--- config.mk ---
export PLATFORM = sky130hd
export DESIGN_NAME = recovery_rom
export DESIGN_NICKNAME = d
export VERILOG_FILES = /design/src/rtl/recovery_rom_pkg.sv /design/src/rtl/recovery_rom_table.sv /design/src/rtl/recovery_rom.sv
export SDC_FILE = /design/constraint.sdc
export NUM_CORES = 1
export LEC_CHECK = 0
export ABC_AREA = 1
export CAP_MARGIN = 20
export CORE_UTILIZATION = 29
export CTS_CLUSTER_SIZE = 40
export DETAILED_ROUTE_END_ITERATION = 10
export PLACE_DENSITY = 0.79
export SLEW_MARGIN = 10
export SYNTH_ARGS = -nofsm -noshare
export SYNTH_HDL_FRONTEND = slang
export SYNTH_SLANG_ARGS = --single-unit
--- constraint.sdc ---
create_clock -name clk_i -period 1.25 [get_ports clk_i]
set_clock_uncertainty 0.05 [all_clocks]
set_input_delay 0.25 -clock clk_i [delete_from_list [all_inputs] [get_ports clk_i]]
set_output_delay 0.25 -clock clk_i [all_outputs]
set_load 0.03 [all_outputs]
--- src/rtl/recovery_rom_pkg.sv ---
// rtl/recovery_rom_pkg.sv - shared encodings and constants for the recovery routine ROM
package recovery_rom_pkg;

    localparam logic [6:0]  OPC_LOAD = 7'b0000011;
    localparam logic [2:0]  F3_LW    = 3'b010;
    localparam logic [31:0] MRET     = 32'h3020_0073;
    localparam logic [31:0] NOP      = 32'h0000_0013;

    // Index of the word holding mret; every index below it reloads x(k+1).
    localparam int unsigned MRET_IDX = 31;

    function automatic logic [31:0] enc_lw(
        input logic [4:0]  rd,
        input logic [4:0]  rs1,
        input logic [11:0] imm
    );
        return {imm, rs1, F3_LW, rd, OPC_LOAD};
    endfunction

endpackage

--- src/rtl/recovery_rom_table.sv ---
// rtl/recovery_rom_table.sv - combinational word-index to instruction lookup
module recovery_rom_table
    import recovery_rom_pkg::*;
#(
    parameter int ROM_WORDS   = 32,
    parameter int CKPT_OFFSET = 0
) (
    input  logic [29:0] word_idx_i,
    output logic [31:0] instr_o
);

    localparam logic [29:0] ROM_LIMIT = 30'(ROM_WORDS);
    localparam logic [29:0] LAST_IDX  = 30'(MRET_IDX);
    localparam logic [11:0] CKPT_BASE = 12'(CKPT_OFFSET);

    logic [4:0]  rd;
    logic [11:0] imm;

    always_comb begin
        rd      = word_idx_i[4:0] + 5'd1;
        imm     = CKPT_BASE + {5'b0, rd, 2'b00};
        instr_o = NOP;
        // Anything past the defined depth, or past mret, fetches a harmless nop.
        if ((word_idx_i < ROM_LIMIT) && (word_idx_i <= LAST_IDX)) begin
            if (word_idx_i == LAST_IDX) begin
                instr_o = MRET;
            end else begin
                instr_o = enc_lw(rd, 5'd0, imm);
            end
        end
    end

endmodule

--- src/rtl/recovery_rom.sv ---
// rtl/recovery_rom.sv - registered read port of the recovery routine ROM
module recovery_rom
    import recovery_rom_pkg::*;
#(
    parameter int ROM_WORDS   = 32,
    parameter int CKPT_OFFSET = 0
) (
    input  logic        clk_i,
    input  logic        rst_i,
    input  logic        req_i,
    input  logic [31:0] addr_i,
    output logic [31:0] rdata_o
);

    logic [31:0] table_data;
    logic [31:0] rdata_d;
    logic [31:0] rdata_q;
    logic        unused_byte_offset;

    // Fetches are word-granular; the byte offset is dropped without any error.
    assign unused_byte_offset = ^addr_i[1:0];

    recovery_rom_table #(
        .ROM_WORDS   (ROM_WORDS),
        .CKPT_OFFSET (CKPT_OFFSET)
    ) u_table (
        .word_idx_i (addr_i[31:2]),
        .instr_o    (table_data)
    );

    always_comb begin
        rdata_d = rdata_q;
        if (req_i) begin
            rdata_d = table_data;
        end
    end

    always_ff @(posedge clk_i) begin
        if (rst_i) begin
            rdata_q <= 32'h0;
        end else begin
            rdata_q <= rdata_d;
        end
    end

    assign rdata_o = rdata_q;

endmodule

==> results of run 1 <==
-- what timing repair did --
item | CTS | global route
pin swaps | 26 | 1
gates resized for setup | 33 | 6
endpoints found under the setup margin | 8 | 3
-- cell type report --
| cell class | instances | share of cell area |
|---|---|---|
| sequential | 9 | 0.1593 |
| multi-input combinational | 72 | 0.3374 |
| inverter | 4 | 0.01327 |
| timing repair buffer | 58 | 0.4358 |
| clock buffer | 4 | 0.02323 |
| tap | 28 | 0.03097 |
-- logic make-up after synthesis --
group	count (synthesis)	synth area share
AO/OA/AOI/OAI	7	0.05175
XOR/XNOR	3	0.03882
adder cells (fa/ha/maj)	1	0.01848
buffers and inverters	28	0.2828
flip-flops	9	0.2662
other	1	0.005540
AND/OR/NAND/NOR	48	0.3364
-- layout by cell type (no fill, tap or decap) --
master,Yosys,layout
sky130_fd_sc_hd__dlygate4sd2_1,0,26
sky130_fd_sc_hd__nand3_1,8,7
sky130_fd_sc_hd__nor2_1,18,15
sky130_fd_sc_hd__a21oi_2,0,1
sky130_fd_sc_hd__nor2_4,1,2
sky130_fd_sc_hd__xnor2_1,1,1
sky130_fd_sc_hd__nand2_2,2,3
sky130_fd_sc_hd__clkdlybuf4s50_1,0,2
sky130_fd_sc_hd__buf_4,23,26
sky130_fd_sc_hd__dlymetal6s2s_1,0,4
sky130_fd_sc_hd__clkbuf_4,0,3
sky130_fd_sc_hd__a21oi_1,7,6
sky130_fd_sc_hd__ha_2,0,1
sky130_fd_sc_hd__dfxtp_1,9,9
sky130_fd_sc_hd__conb_1,1,13
sky130_fd_sc_hd__nor2_2,2,4
sky130_fd_sc_hd__clkbuf_1,1,1
sky130_fd_sc_hd__inv_1,3,3
sky130_fd_sc_hd__xor2_1,2,2
sky130_fd_sc_hd__nor3b_2,0,1
sky130_fd_sc_hd__nand2_1,15,14
sky130_fd_sc_hd__inv_2,1,1
sky130_fd_sc_hd__nor2_8,1,1
sky130_fd_sc_hd__nand3_2,0,1
-- per-stage QoR --
stage	instances	hold WS [ns]	total power (W)	setup slack, ns	TNS [ns]
2_1_floorplan	109	0.3207	0.0004378	0.1050	0
4_1_cts	175	0.4183	0.0007471	0.01976	0
5_1_grt	175	0.3077	0.0007819	0.005319	0
3_3_place_gp	171	0.4155	0.0005370	-0.3396	-2.370
3_5_place_dp	171	0.4089	0.0005418	-0.4290	-2.814
6_report	175	0.2926	0.0007433	0.05246	0
-- path summary, 6_finish.rpt --
kind / slack, ns / cells after the start / end / startpoint
setup reg to reg: 0.47 / 2 / rdata_o[28] / rdata_o[28]
setup / recovery: 0.05 / 1 / rdata_o[28] / rdata_o[28]
hold / removal: 0.29 / 4 / rdata_o[28] / req_i
hold reg to reg: 0.42 / 2 / rdata_o[13] / rdata_o[13]
-- where the power goes --
part           switching (W)  total [W]  internal [W]  leakage [nW]
clock               0.000109   0.000233      0.000124        0.0150
sequential        0.00000347   0.000295      0.000291        0.0731
combinational       0.000121   0.000216     0.0000954         0.505
-- layer usage --
| metal | vias up | share of wire |
|---|---|---|
| met1 | 322 | 0.36 |
| met2 | 45 | 0.52 |
| met5 | - | 0 |
| met4 | 0 | 0.013 |
| met3 | 3 | 0.10 |
| li1 | 367 | - |
==> results.txt, run 1 <==
At the later pin of the worst-skew pair, clock insertion delay measures 0.26 ns. The tools report the total count of max-transition violations in the final report as 0. The tools report the cell at the root of the clock tree as sky130_fd_sc_hd__clkbuf_4. The number of flip-flops under the largest register name was 9; the first-pass GRT wire length was 2622 µm. In this run the most used layer during global routing was met2. Wires add up to 1680 µm. Across the VDD grid, the largest voltage drop is 398.1 µV.

The number of synthesized flops with an enable pin is 0. The register bit total from synthesis was 9; the fmax was 835.0 MHz. For the total of endpoints with negative setup slack in the final report, the log shows 0.

The most used flip-flop cell after synthesis is sky130_fd_sc_hd__dfxtp_1. The overall routing resource usage is 0.1362, and the routed wirelength normalized by instance count is 9.600 µm. The met2 usage in global routing was 0.2511; the area enclosed by the die boundary was 0.002531 mm².

The power density of the placed cells was 657.1 mW/mm²; the required time of the worst setup path was 0.95 ns. The final global-route overflow total was 0. Counting every sink on the clock net gives 9. The worst path buffer plus inverter count is 1, and the maximum root-to-sink buffer count is 2. Largest driver fanout on the critical path: 6. The final non-filler cell area is 0.001131 mm², and the final net count is 184. The number of vias per cell is 4.211, and the count of different cell masters after synthesis is 18. Across all layers, the routed design uses 737 vias. The biggest area contributor in the post-synthesis netlist is sky130_fd_sc_hd__dfxtp_1.

For the total cell area at the placement stage, the log shows 0.001096 mm². The DRC violation count after routing was 0; the pin count of the biggest net entering global routing was 10. Buffers added to address setup during post-CTS repair amount to 0. The tools report the placeable core region as 0.002212 mm². Traced cell by cell, the critical path runs through buf_4. The final period utilization is 0.9580, and the count of boundary I/O pins is 67.

The tools report the number of antenna violations at the first check in global routing as 0. The top-area cell type share of the netlist area is 0.2662. Kind of launch point of the worst setup path: a flip-flop. TritonCTS built the clock tree.

The family with the most delay on the worst path is flip-flops. In this run, CTS created clock tree buffers numbering 3. In this run the static leakage power is 0.5935 nW. The number of endpoints with negative hold slack in the final report was 0; the met1 track utilization from global routing was 0.1423. For the met3 capacity usage during global routing, the log shows 0.03939. The initialized floorplan defines 17 standard-cell rows.

The category of the most critical setup path was reg2out. The class of the tightest hold or removal check is in2reg. The slowest stage of the critical path belongs to the cell sky130_fd_sc_hd__dfxtp_1.

For the number of warnings reported in the yosys synthesis log, the log shows 0. STA classifies the critical path endpoint as a primary output. Register area share after synthesis: 0.2662. The count of filler cells inserted in the layout is 232, and the data arrival time of the worst path is 0.90 ns.

Summing all multi-input logic gate instances after layout gives 381.6 µm². The detail route stage leaves a number of antenna-violating nets equal to 0. Ranked by instance count, the synthesized netlist is headed by 23 x sky130_fd_sc_hd__buf_4, 18 x sky130_fd_sc_hd__nor2_1, 15 x sky130_fd_sc_hd__nand2_1.

The cell count after synthesis is 97, and the cell area after synthesis is 676.9 µm². The number of global-route vias before repair is 657, and the clock transition at the register clock pins on the worst setup and hold paths after CTS is 0.06 ns. In the post-synthesis netlist, the biggest area contributors are sky130_fd_sc_hd__dfxtp_1 27%, sky130_fd_sc_hd__buf_4 26%, sky130_fd_sc_hd__nor2_1 10%. Across the whole layout, storage elements account for 180.2 µm². The final critical path time including I/O delays and setup was 1.198 ns. The run finished with clean final reports. The die is 50.31 µm wide. Setup repair after global routing left no endpoint under its margin.

The tool flagged a number of max-cap violations equal to 0. Among all cell types in the netlist, the one instantiated most often is sky130_fd_sc_hd__buf_4. Detailed placement ended at an HPWL of 1408 µm. The share of post-route cells with drive strength above 1 was 0.2993; the number of antenna diodes was 0. The routability congestion estimate from global placement was 0.7874. A synthesized cell averages 6.978 µm².

The area growth from synthesis to layout is 67.10%. The share of flip-flops with an asynchronous set or reset after synthesis is 0, and the final core utilization is 0.5113. Measured along the y axis, the die boundary spans 50.31 µm.

Buffers placed on the I/O ports in this run total 51. For the effective utilization at floorplan, the log shows 0.3060. The detailed router's first-iteration violation count is 11, and the maximum level of the CTS H-tree is 1.

For this run, the slowest stage of the critical path takes 0.43 ns. The tools report the total of hold buffers inserted after clock tree synthesis as 0. The total iterations of the first detailed-routing run came out at 4.
No activity file was read; power rests on OpenSTA's default activity.
==> inputs of run 2 (changes only) <==
- ABC_CLOCK_PERIOD_IN_PS: not set -> 1250
==> results of run 2 <==
No change in the layout: final DEF, timing and power equal those of run 1.
==> inputs of run 3 (changes only) <==
- GPL_TIMING_DRIVEN: not set -> 1
==> results of run 3 <==
No change in the layout: final DEF, timing and power equal those of run 1.
